--- src/rtl/l1_sched_pkg.sv ---
// l1_sched_pkg: width helpers and pointer arithmetic shared by the L1 buffer controllers.
package l1_sched_pkg;
    function automatic int vegeta_clog2(input int n);
        return (n <= 2) ? 1 : $clog2(n);
    endfunction
    function automatic int idx_width(input int depth);
        return vegeta_clog2(depth);
    endfunction
    function automatic int cnt_width(input int depth);
        return $clog2(depth + 1);
    endfunction
    // Depth need not be a power of two, so wrap explicitly instead of relying on overflow.
    function automatic int unsigned wrap_inc(input int unsigned ptr, input int unsigned depth);
        return (ptr == depth - 1) ? 0 : ptr + 1;
    endfunction
endpackage

--- src/rtl/l1_buffer_scheduler_if.sv ---
// l1_buffer_scheduler_if: lane/row handshakes plus the buffer control pins driven by the scheduler.
interface l1_buffer_scheduler_if import l1_sched_pkg::*; #(
    parameter int LANE_COUNT = 4,
    parameter int DATA_DEPTH = 16
);
    localparam int IDXW = idx_width(DATA_DEPTH);
    logic [LANE_COUNT-1:0] lane_valid;
    logic [LANE_COUNT-1:0] lane_ready;
    logic [LANE_COUNT-1:0] lane_full;
    logic [LANE_COUNT-1:0] buf_write;
    logic row_valid;
    logic row_ready;
    logic empty;
    logic buf_enable;
    logic [LANE_COUNT-1:0][IDXW-1:0] buf_write_index;
    logic [IDXW-1:0] buf_read_index;
    modport master (
        output lane_valid, row_ready,
        input lane_ready, lane_full, row_valid, empty, buf_enable, buf_write, buf_write_index, buf_read_index
    );
    modport slave (
        input lane_valid, row_ready,
        output lane_ready, lane_full, row_valid, empty, buf_enable, buf_write, buf_write_index, buf_read_index
    );
endinterface

--- src/rtl/lane_fill_tracker.sv ---
// lane_fill_tracker: write pointer and occupancy for one buffer column.
module lane_fill_tracker import l1_sched_pkg::*; #(
    parameter int DATA_DEPTH = 16,
    parameter int IDXW = idx_width(DATA_DEPTH),
    parameter int CNTW = cnt_width(DATA_DEPTH)
) (
    input  logic            clk,
    input  logic            rst_n,
    input  logic            flush,
    input  logic            inc,
    input  logic            dec,
    output logic [IDXW-1:0] wp,
    output logic [CNTW-1:0] cnt
);
    logic [IDXW-1:0] wp_q, wp_d;
    logic [CNTW-1:0] cnt_q, cnt_d;
    always_comb begin
        wp_d  = flush ? '0 : inc ? IDXW'(wrap_inc(32'(wp_q), DATA_DEPTH)) : wp_q;
        cnt_d = flush ? '0 : cnt_q + CNTW'(inc) - CNTW'(dec);
    end
    always_ff @(posedge clk or negedge rst_n) begin
        if (!rst_n) begin
            wp_q  <= '0;
            cnt_q <= '0;
        end else begin
            wp_q  <= wp_d;
            cnt_q <= cnt_d;
        end
    end
    assign wp  = wp_q;
    assign cnt = cnt_q;
endmodule

--- src/rtl/l1_buffer_scheduler.sv ---
// l1_buffer_scheduler: runs an independent-write L1 buffer as a row-granular circular FIFO,
// arbitrating lane writes against row reads since the buffer drops a read on any same-cycle write.
module l1_buffer_scheduler import l1_sched_pkg::*; #(
    parameter int LANE_COUNT = 4,
    parameter int DATA_DEPTH = 16
) (
    input logic clk,
    input logic rst_n,
    input logic flush,
    l1_buffer_scheduler_if.slave bus
);
    localparam int IDXW = idx_width(DATA_DEPTH);
    localparam int CNTW = cnt_width(DATA_DEPTH);
    logic [LANE_COUNT-1:0][IDXW-1:0] wp;
    logic [LANE_COUNT-1:0][CNTW-1:0] cnt;
    logic [LANE_COUNT-1:0] write_req, nonzero, full;
    logic [IDXW-1:0] rp_q, rp_d;
    logic row_valid_q, row_valid_d, read_prio_q, read_prio_d;
    logic read_elig, do_read, wr_ok;
    for (genvar l = 0; l < LANE_COUNT; l++) begin : g_lane
        lane_fill_tracker #(.DATA_DEPTH(DATA_DEPTH), .IDXW(IDXW), .CNTW(CNTW)) u_trk (
            .clk   (clk),
            .rst_n (rst_n),
            .flush (flush),
            .inc   (bus.buf_write[l]),
            .dec   (do_read),
            .wp    (wp[l]),
            .cnt   (cnt[l])
        );
        assign nonzero[l]   = cnt[l] != '0;
        assign full[l]      = cnt[l] == CNTW'(DATA_DEPTH);
        assign write_req[l] = bus.lane_valid[l] && !full[l];
    end
    // read_prio remembers a read that lost to writers, so it wins the very next cycle.
    always_comb begin
        read_elig   = (&nonzero) && (!row_valid_q || bus.row_ready);
        do_read     = !flush && read_elig && (read_prio_q || write_req == '0);
        wr_ok       = rst_n && !flush && !do_read;
        rp_d        = flush ? '0 : do_read ? IDXW'(wrap_inc(32'(rp_q), DATA_DEPTH)) : rp_q;
        row_valid_d = !flush && (do_read || (row_valid_q && !bus.row_ready));
        read_prio_d = !flush && !do_read && (read_prio_q || (read_elig && write_req != '0));
    end
    always_ff @(posedge clk or negedge rst_n) begin
        if (!rst_n) begin
            rp_q        <= '0;
            row_valid_q <= 1'b0;
            read_prio_q <= 1'b0;
        end else begin
            rp_q        <= rp_d;
            row_valid_q <= row_valid_d;
            read_prio_q <= read_prio_d;
        end
    end
    assign bus.lane_ready      = write_req & {LANE_COUNT{wr_ok}};
    assign bus.buf_write       = bus.lane_valid & bus.lane_ready;
    assign bus.buf_enable      = do_read || (bus.buf_write != '0);
    assign bus.buf_write_index = wp;
    assign bus.buf_read_index  = rp_q;
    assign bus.row_valid       = row_valid_q;
    assign bus.lane_full       = full;
    assign bus.empty           = !(&nonzero);
endmodule

--- src/flat_wrapper.sv ---
// flat-port wrapper written by rule: the top's interface ports become plain ports
module l1_buffer_scheduler_flat import l1_sched_pkg::*;
#(
    parameter int LANE_COUNT = 4,
    parameter int DATA_DEPTH = 16
)
  (clk, rst_n, flush, bus_lane_valid, bus_row_ready, bus_lane_ready, bus_lane_full, bus_row_valid, bus_empty, bus_buf_enable, bus_buf_write, bus_buf_write_index, bus_buf_read_index);
  l1_buffer_scheduler_if #(.LANE_COUNT(LANE_COUNT), .DATA_DEPTH(DATA_DEPTH)) bus_i ();
  input logic clk;
  input logic rst_n;
  input logic flush;
  input wire logic [$bits(bus_i.lane_valid)-1:0] bus_lane_valid;
  input wire logic [$bits(bus_i.row_ready)-1:0] bus_row_ready;
  output wire logic [$bits(bus_i.lane_ready)-1:0] bus_lane_ready;
  output wire logic [$bits(bus_i.lane_full)-1:0] bus_lane_full;
  output wire logic [$bits(bus_i.row_valid)-1:0] bus_row_valid;
  output wire logic [$bits(bus_i.empty)-1:0] bus_empty;
  output wire logic [$bits(bus_i.buf_enable)-1:0] bus_buf_enable;
  output wire logic [$bits(bus_i.buf_write)-1:0] bus_buf_write;
  output wire logic [$bits(bus_i.buf_write_index)-1:0] bus_buf_write_index;
  output wire logic [$bits(bus_i.buf_read_index)-1:0] bus_buf_read_index;
  assign bus_i.lane_valid = bus_lane_valid;
  assign bus_i.row_ready = bus_row_ready;
  assign bus_lane_ready = bus_i.lane_ready;
  assign bus_lane_full = bus_i.lane_full;
  assign bus_row_valid = bus_i.row_valid;
  assign bus_empty = bus_i.empty;
  assign bus_buf_enable = bus_i.buf_enable;
  assign bus_buf_write = bus_i.buf_write;
  assign bus_buf_write_index = bus_i.buf_write_index;
  assign bus_buf_read_index = bus_i.buf_read_index;
  l1_buffer_scheduler #(.LANE_COUNT(LANE_COUNT), .DATA_DEPTH(DATA_DEPTH)) u_core (.clk(clk), .rst_n(rst_n), .flush(flush), .bus(bus_i));
endmodule
--- config.mk ---
export PLATFORM = sky130hd
export DESIGN_NAME = l1_buffer_scheduler_flat
export DESIGN_NICKNAME = d
export VERILOG_FILES = /design/src/rtl/l1_sched_pkg.sv /design/src/rtl/l1_buffer_scheduler_if.sv /design/src/rtl/lane_fill_tracker.sv /design/src/rtl/l1_buffer_scheduler.sv /design/src/flat_wrapper.sv
export SDC_FILE = /design/constraint.sdc
export NUM_CORES = 1
export LEC_CHECK = 0
export CORE_MARGIN = 8
export CORE_UTILIZATION = 35
export DETAILED_ROUTE_END_ITERATION = 12
export GPL_TIMING_DRIVEN = 0
export PLACE_DENSITY = 0.7
export SYNTH_ARGS = -nofsm -noshare
export SYNTH_HDL_FRONTEND = slang
export SYNTH_SLANG_ARGS = --single-unit
export TNS_END_PERCENT = 20
--- constraint.sdc ---
create_clock -name clk -period 3.6 [get_ports clk]
set_clock_uncertainty 0.15 [all_clocks]
set_input_delay 0.72 -clock clk [delete_from_list [all_inputs] [get_ports clk]]
set_output_delay 0.72 -clock clk [all_outputs]
set_load 0.01 [all_outputs]
# After elaboration in Yosys (flattened, before gate mapping)
# Cells that the tools add are included.
# totals
ff_bits	42
inputBits	8
output_inout_bits	35
# classes
add_sub_neg	13
eq_ne	9
n_mux	19
bitwise	2
n_reduce_logical	41
# ops
operator	count
$mux 4	15
$add 4x1->4 const B	5
$add 5x1->5	4
$eq 4x4->1 const B	5
$eq 5x5->1 const B	4
$mux 5	4
$reduce_bool 5->1	4
$sub 5x1->5	4
$logic_and 1x1->1	14
$reduce_bool 2->1	5
$logic_not 1->1	9
$and 4x4->4	2
$reduce_bool 4->1	2
$logic_or 1x1->1	5
$logic_not 4->1	1
$reduce_and 4->1	1

# Logic depth before layout (Yosys ltp)
# Gate-level depths: netlist of the first run.
# logic_depth
depth_word	13
ltp_mapped	18
ltp_nobuf	17

# Cells and area by module
# From an unflattened synthesis of the first run, not the netlist that was laid out.
# hier_totals
hier_cells	289
area_unflattened_um2	2753.9
# modules_own_cells
module	n_inst	cells_each	area_per_inst_um2	seq_area_each_um2
lane_fill_tracker	4	55	536.8	225.2
l1_buffer_scheduler	1	69	606.8	150.1

# Least setup slack after synthesis of the first run
# No wires, ideal clock.
# synth_path
path_kind	flip-flop to flip-flop
start	register u_core.g_lane[3].u_trk.cnt_q[2]
end	register u_core.g_lane[1].u_trk.cnt_q[4]
setup_time_ns	0.136
arrival_time_ns	3.125
setup_slack_ns	0.189
stages_incl_launch_ff	19
n_path_buf	1
synth_period_minus_slack_ns	3.411
path_cell_list	dfrtp_1 > inv_1 > ha_1 > nor4b_2 > nor4_4 > and2_0 > buf_2 > nand2_1 > nor2_1 > ha_1 > inv_1 > ha_1 > inv_1 > fa_1 > inv_1 > a21oi_1 > nor2_1 > or3_1 > a21oi_1
# synth_between
elab_chain_len	13
# synth_rtl
item	line	rtl
from (decl)	lane_fill_tracker.sv:16	logic [CNTW-1:0] cnt_q, cnt_d;
from (signal assigned)	lane_fill_tracker.sv:27	cnt_q <= cnt_d;
$eq 5x5->1	l1_buffer_scheduler.sv:31	assign full[l] = cnt[l] == CNTW'(DATA_DEPTH);
$logic_not 1->1	l1_buffer_scheduler.sv:32	assign write_req[l] = bus.lane_valid[l] && !full[l];
$logic_and 1x1->1	l1_buffer_scheduler.sv:32	
$logic_not 4->1	l1_buffer_scheduler.sv:37	do_read = !flush && read_elig && (read_prio_q || write_req == '0);
$logic_or 1x1->1	l1_buffer_scheduler.sv:37	
$logic_and 1x1->1 *	l1_buffer_scheduler.sv:37	
$logic_not 1->1	l1_buffer_scheduler.sv:38	wr_ok = rst_n && !flush && !do_read;
$logic_and 1x1->1	l1_buffer_scheduler.sv:38	
$and 4x4->4	l1_buffer_scheduler.sv:54	assign bus.lane_ready = write_req & {LANE_COUNT{wr_ok}};
$and 4x4->4	l1_buffer_scheduler.sv:55	assign bus.buf_write = bus.lane_valid & bus.lane_ready;
$add 5x1->5	lane_fill_tracker.sv:19	cnt_d = flush ? '0 : cnt_q + CNTW'(inc) - CNTW'(dec);
$sub 5x1->5 *	lane_fill_tracker.sv:19	
$mux 5 *	lane_fill_tracker.sv:19	
via u_core.g_lane[1].u_trk.cnt_d[4]	lane_fill_tracker.sv:16	
to (signal assigned)	lane_fill_tracker.sv:27	
to (decl)	lane_fill_tracker.sv:16	
# The timed path passes the listed nets; every way through them passes the cells marked *.
# A chain may end at the register's enable or synchronous reset.

# Final worst setup path of the first run
# layout_path
start	register u_core.g_lane[0].u_trk.cnt_q[2]
end	register u_core.g_lane[1].u_trk.cnt_q[4]
# layout_between
elab_chain_len	13
# layout_rtl
item	line
from (decl)	lane_fill_tracker.sv:16
from (signal assigned)	lane_fill_tracker.sv:27
$eq 5x5->1	l1_buffer_scheduler.sv:31
$logic_not 1->1	l1_buffer_scheduler.sv:32
$logic_and 1x1->1	l1_buffer_scheduler.sv:32
$logic_not 4->1	l1_buffer_scheduler.sv:37
$logic_or 1x1->1	l1_buffer_scheduler.sv:37
$logic_and 1x1->1 *	l1_buffer_scheduler.sv:37
$logic_not 1->1	l1_buffer_scheduler.sv:38
$logic_and 1x1->1	l1_buffer_scheduler.sv:38
$and 4x4->4	l1_buffer_scheduler.sv:54
$and 4x4->4	l1_buffer_scheduler.sv:55
$add 5x1->5	lane_fill_tracker.sv:19
$sub 5x1->5 *	lane_fill_tracker.sv:19
$mux 5 *	lane_fill_tracker.sv:19
via u_core.g_lane[1].u_trk.cnt_d[4]	lane_fill_tracker.sv:16
# Marks and branches as above.

==> results of run 1 <==
power breakdown:
group	switching, mW	internal [mW]
logic	0.277	0.261
clock network	0.175	0.194
registers	0.0608	0.517
total	0.513	0.972
area by class of cell:
| type | instances | area share, % |
|---|---|---|
| Buffer | 12 | 1.99 |
| Clock buffer | 8 | 2.96 |
| Inverter | 43 | 4.34 |
| Multi-Input combinational cell | 203 | 44.9 |
| Sequential cell | 42 | 28.3 |
| Tap cell | 105 | 3.53 |
| Timing Repair Buffer | 53 | 14.0 |
what timing repair did:
item | in CTS | in global routing
setup buffers | 6 | 4
cloned | 0 | 0
hold buffers | 0 | 0
pin swaps | 2 | 3
endpoints found under the hold margin | 0 | 0
endpoints found under the setup margin | 21 | 11
gates resized for setup | 21 | 25
cells by family (layout without fill, tap and decap cells):
family	after synthesis	in the layout
and+or+nand+nor	90	90
DFF	42	42
AOI/OAI and AO/OA	60	60
buffers and inverters	56	116
muxes	8	8
xor gates and xnor gates	12	12
adders and majority gates	33	33
worst reg2reg max path, stage by stage, from the launching register on:
cell	delay [ns]
dfrtp_1	0.40
inv_2	0.07
ha_2	0.18
nor4b_4	0.27
nor4_4	0.09
buf_4	0.17
a31oi_4	0.19
nor2b_4	0.24
nand3_1	0.11
ha_1	0.29
inv_1	0.04
ha_1	0.20
inv_2	0.08
fa_2	0.21
inv_1	0.04
a21oi_1	0.12
nor2_1	0.06
or3_1	0.36
a21oi_2	0.14
worst paths after layout:
kind | endpoint | slack [ns] | cells past startpoint
setup reg to reg | u_core.g_lane[1].u_trk.cnt[4]$_DFF_PN0_ | 0.12 | 18
hold reg to reg | u_core.bus.buf_read_index[3]$_DFFE_PN0N_ | 0.45 | 2
setup / recovery | u_core.g_lane[1].u_trk.cnt[4]$_DFF_PN0_ | 0.12 | 18
max in group asynchronous | u_core.g_lane[0].u_trk.cnt[3]$_DFF_PN0_ | 2.76 | 2
hold / removal | u_core.g_lane[2].u_trk.wp[0]$_DFFE_PN0P_ | 0.11 | 1
min in group clk | u_core.bus.buf_read_index[3]$_DFFE_PN0N_ | 0.45 | 2
synthesized netlist by cell type, drive strengths merged, types with 5 or more instances:
cell / count / area (µm²)
a21o: 8 / 60.1
nand3: 10 / 50.1
o21ai: 6 / 30.0
mux2i: 8 / 80.1
nor4b: 8 / 95.1
nor2: 35 / 131
a31oi: 6 / 43.8
nand4: 6 / 37.5
nand2: 9 / 33.8
ha: 29 / 363
nor2b: 5 / 31.3
xor2: 8 / 70.1
dfrtp: 42 / 1050
a21oi: 27 / 135
buf: 9 / 51.3
inv: 43 / 161
a311oi: 5 / 68.8
or3: 8 / 50.1
routing by layer:
layer / vias up / GRT usage, % / share of wire, %
met2: 31 / 21.7 / 51
met4: 0 / 4.62 / 1.9
met5: - / 0 / 0
li1: 1158 / - / -
met1: 1184 / 15.6 / 44
met3: 9 / 2.78 / 3.0
state kept, by name, indices dropped and copies added, names as in the netlist:
| name | count |
|---|---|
| u_core.bus.buf_read_index | 4 |
| u_core.bus.row_valid | 1 |
| u_core.g_lane.u_trk.wp | 16 |
| u_core.g_lane.u_trk.cnt | 20 |
| u_core.read_prio_q | 1 |
per-stage QoR:
step | instance area (µm²) | power [mW]
after CTS | 3630 | 1.47
final | 3720 | 1.49
after global routing | 3720 | 1.57
after detailed placement | 3410 | 1.06
after global placement | 3390 | 1.04
after floorplan | 2840 | 0.883
==> run summary, run 1 <==
Leakage = 1.74 nW
# IOs = 43
Max Cap Viol = 0
Number of global-route vias before repair = 2424
CP max stage cell = dfrtp_1
Die Y = 106 µm
Startpoint Class = flop
Critical path's top delay family = simple AND/OR/NAND/NOR gates
Final nets = 401
Crit Path Max Fanout = 4
Post-Synth Simple-Gate Area = 18.4%
Final wirelength = 7120 µm
Reg area = 1050 µm²
Clk pin slew, worst setup/hold paths = 0.09 ns
Width of the die = 106 µm
RR Startpoint = u_core.g_lane[0].u_trk.cnt[2]$_DFF_PN0_
TritonRoute pass-1 iters = 4
Slew HR = 62.1%
Sequential fraction of the synthesis area = 37.0%
Synth Area in Adders = 15.6%
Min-Delay Path Class = in -> async
Vias per cell = 5.11
Gr usage total = 12.8%
Crit path kind = reg -> reg
Area of the multi-input gates = 1670 µm²
Worst stage delay on the critical path = 0.40 ns
Ys async rst share = 100%
Synthesized area = 2840 µm²
DRC violations left = 0
Clock Path Buffers = 2
Mux contribution to synthesized area = 2.82%
Cell variety after synth = 35
Worst EP arrival = 3.56 ns
Setup repair after global routing missed its margin = true
Routability cong. = 0.836
Final worst path period need = 3.48 ns
Worst-path cell chain = inv_2, ha_2, nor4b_4, nor4_4, buf_4, a31oi_4, nor2b_4, nand3_1, ha_1, inv_1, ha_1, inv_2, fa_2, inv_1, a21oi_1, nor2_1, or3_1, a21oi_2
CTS Buf Count = 5
Sink Count = 42
Post-Route Setup TNS = 0 ns
Final ANT Viol Nets = 0
Syn nets = 342
Antenna violations before repair = 0
Most frequent cells in the layout = dfrtp_1 (42), inv_1 (40), nor2_1 (33)
Die area = 11200 µm²
Largest family of logic cells by synthesized area = simple AND/OR/NAND/NOR gates
Clock network latency to the later pin of the worst-skew pair = 0.31 ns
Pin count of the biggest net entering global routing = 31
Worst Path Buf+Inv = 5
Synth Flop Type = dfrtp_1
Core area = 8050 µm²
Via Count = 2382
Final period utilization = 96.6%
Status = finished, final reports clean
Slew Limit Fails = 0
Worst Path Required = 3.69 ns
Synth warn = 0
CP endpoint kind = flop
IO Port Bufs = 42
CTS tree = built
Commonest non-fill, non-tap cell in the layout = dfrtp_1
Synth Area in Compound Gates = 14.5%
Detail Placement HPWL = 5220 µm
Max IR drop VDD = 0.155 mV
Final core occ = 46.2%
Final hold violations = 0
Final worst setup slack = 0.122 ns
Final setup fails = 0
#FFs+latches synth = 42
Cells after synthesis = 301
Share of layout cells above drive strength 1 = 16.3%
Initial DRC Count = 96
Synth Area in XOR/XNOR = 3.70%
Pre-CTS setup slack = -0.648 ns
Antenna cells = 0
Grt total ovfl = 0
Fin cells = 466
Root Buffer Master = clkbuf_8
First-pass GRT wire length = 11700 µm
PD cells = 400 nW/µm²
Std cell rows = 33
Dpl cells = 449
Post-synth EDFFs = 0
H-Tree Depth = 2
Crit. Startpoint = u_core.g_lane[0].u_trk.cnt[2]$_DFF_PN0_
WL/cell = 15.3 µm
Initial core utilization = 35.3%
Fmax = 288 MHz
Syn Area/Cell = 9.43 µm²
Area Growth Syn to Fin = 30.9%
Slew @ Worst Pin = 0.568 ns
# fillers = 780
Hold slack = 0.109 ns
No activity file was read; power rests on OpenSTA's default activity.
==> run 2, diff against run 1 <==
--- a/config.mk
+++ b/config.mk
@@ -5,7 +5,7 @@
 export SDC_FILE = /design/constraint.sdc
 export NUM_CORES = 1
 export LEC_CHECK = 0
-export CORE_MARGIN = 8
+export CORE_MARGIN = 2
 export CORE_UTILIZATION = 35
 export DETAILED_ROUTE_END_ITERATION = 12
 export GPL_TIMING_DRIVEN = 0
==> run 2 against run 1 <==
Against the previous run: sequential share of layout area is 0.40 points higher; critical path depth stayed put; clock-buffer cell count is 1 lower; register-to-register slack worse by 0.02 ns; critical endpoint is now u_core.g_lane[3].u_trk.cnt[4]$_DFF_PN0_.
==> run summary, run 2 (same netlist as run 1, synthesis figures left out) <==
Worst-path cell chain = inv_1, ha_2, nor4b_4, nor4_4, buf_4, a31oi_4, nor2b_4, nand3_1, ha_1, inv_1, ha_1, inv_1, fa_2, inv_1, a21oi_1, nor2_1, or3_1, a21oi_2
Antenna violations before repair = 0
Worst Path Required = 3.68 ns
Clock power share = 21.1%
# fillers = 749
Sequential share of power = 41.2%
PD cells = 382 nW/µm²
Die area = 8850 µm²
# IOs = 43
Final nets = 401
Clock Path Buffers = 2
Area Growth Syn to Fin = 29.1%
Detail Placement HPWL = 4760 µm
Worst EP arrival = 3.58 ns
Final worst path period need = 3.50 ns
Slew HR = 64.8%
WL/cell = 14.1 µm
Area of the multi-input gates = 1660 µm²
Max Cap Viol = 0
Via Count = 2407
Critical path's top delay family = simple AND/OR/NAND/NOR gates
Core area = 7810 µm²
CP most frequent cell = inv_1
Vias per cell = 5.21
Gate power share = 37.7%
Final hold violations = 0
Initial DRC Count = 92
Most frequent cells in the layout = inv_1 (43), dfrtp_1 (42), nor2_1 (34)
Clock network latency to the later pin of the worst-skew pair = 0.30 ns
Max reg flops = 20
Startpoint Class = flop
Root Buffer Master = clkbuf_8
Routability cong. = 0.847
CTS hold repair buffers = 0
CP endpoint kind = flop
Final wirelength = 6500 µm
Final period utilization = 97.3%
Die Y = 94.1 µm
First-pass GRT wire length = 10700 µm
Crit path kind = reg -> reg
Final core occ = 47.0%
IO Port Bufs = 42
Final ANT Viol Nets = 0
Antenna cells = 0
Crit Path Max Fanout = 5
Initial core utilization = 36.4%
DRC violations left = 0
Reg area = 1050 µm²
Max IR drop VDD = 0.171 mV
Share of layout cells above drive strength 1 = 15.0%
Status = finished, final reports clean
TritonRoute pass-1 iters = 4
Pin count of the biggest net entering global routing = 26
H-Tree Depth = 2
Width of the die = 94.1 µm
Leakage = 1.71 nW
Post-Route Setup TNS = 0 ns
Worst stage delay on the critical path = 0.39 ns
CTS Buf Count = 5
CTS tree = built
Worst Path Buf+Inv = 5
Min-Delay Path Class = in -> async
Psw = 0.488 mW
Final setup fails = 0
Slew @ Worst Pin = 0.528 ns
Commonest non-fill, non-tap cell in the layout = inv_1
Hold slack = 0.143 ns
Switching share of total power = 34.9%
Number of global-route vias before repair = 2250
Clk pin slew, worst setup/hold paths = 0.08 ns
Setup repair after global routing missed its margin = true
Grt total ovfl = 0
Slew Limit Fails = 0
Fmax = 285 MHz
CP max stage cell = dfrtp_1
Std cell rows = 32
Internal power = 0.911 mW
Gr usage total = 15.4%
Sink Count = 42
run 2: cell types whose count changed in the layout (fill, tap and decap cells not counted), moves of 2 or more:
cell,previous run,this run
clkbuf_1,2,4
clkbuf_8,8,5
dlygate4sd2_1,4,0
inv_1,40,43
inv_2,3,0
run 2: path summary, 6_finish.rpt:
kind / from / endpoint / slack, ns / depth (start not counted)
max: u_core.g_lane[0].u_trk.cnt[2]$_DFF_PN0_ / u_core.g_lane[3].u_trk.cnt[4]$_DFF_PN0_ / 0.1 / 18
min in group clk: u_core.g_lane[2].u_trk.cnt[3]$_DFF_PN0_ / u_core.g_lane[2].u_trk.cnt[4]$_DFF_PN0_ / 0.46 / 3
max reg2reg: u_core.g_lane[0].u_trk.cnt[2]$_DFF_PN0_ / u_core.g_lane[3].u_trk.cnt[4]$_DFF_PN0_ / 0.1 / 18
max in group asynchronous: rst_n / u_core.g_lane[1].u_trk.cnt[4]$_DFF_PN0_ / 2.74 / 2
min reg2reg: u_core.g_lane[2].u_trk.cnt[3]$_DFF_PN0_ / u_core.g_lane[2].u_trk.cnt[4]$_DFF_PN0_ / 0.46 / 3
min: rst_n / u_core.g_lane[3].u_trk.wp[0]$_DFFE_PN0P_ / 0.14 / 1
run 2: layer usage:
| metal | track usage, % | up-vias | share of wire, % |
|---|---|---|---|
| li1 | - | 1162 | - |
| met1 | 20.1 | 1189 | 45 |
| met2 | 25.3 | 49 | 50 |
| met3 | 2.73 | 7 | 3.3 |
| met4 | 6.16 | 0 | 1.7 |
| met5 | 0 | - | 0 |
run 2: power by group through the flow:
stage	combinational (mW)	sequential (mW)	clock (mW)
2_1_floorplan	0.311	0.572	0
3_3_place_gp	0.463	0.576	0
3_5_place_dp	0.475	0.578	0
4_1_cts	0.498	0.573	0.302
5_1_grt	0.585	0.585	0.320
6_report	0.527	0.577	0.295
run 2: per-stage QoR:
stage / power [mW] / std cells / worst slack, ns / cell area [µm²]
after floorplan: 0.883 / 301 / 0.189 / 2840
after global placement: 1.04 / 445 / -2.27 / 3390
after detailed placement: 1.05 / 446 / -0.610 / 3400
after CTS: 1.37 / 455 / 0.0120 / 3540
after global routing: 1.49 / 462 / -0.107 / 3670
final: 1.40 / 462 / 0.0972 / 3670
run 2: final cells by class:
cell class / instances / area share (%)
Timing Repair Buffer: 53 / 14.1
Clock buffer: 7 / 2.08
Multi-Input combinational cell: 203 / 45.3
Buffer: 12 / 1.98
Inverter: 43 / 4.40
Sequential cell: 42 / 28.7
Tap cell: 102 / 3.48
run 2: worst register-to-register path: cells and delay by family, from the launching register on:
kind	cells	cell delay, ns
flip-flops	1	0.39
AO/OA/AOI/OAI	3	0.47
AND/OR/NAND/NOR	6	1.17
adder cells (fa/ha/maj)	4	0.86
buffers and inverters	5	0.40
run 2: timing repair:
item / in CTS / in global routing
gates resized for setup: 12 / 25
pin swaps: 2 / 5
setup buffers: 3 / 7
setup endpoints to repair: 19 / 14
hold endpoints to repair: 0 / 0
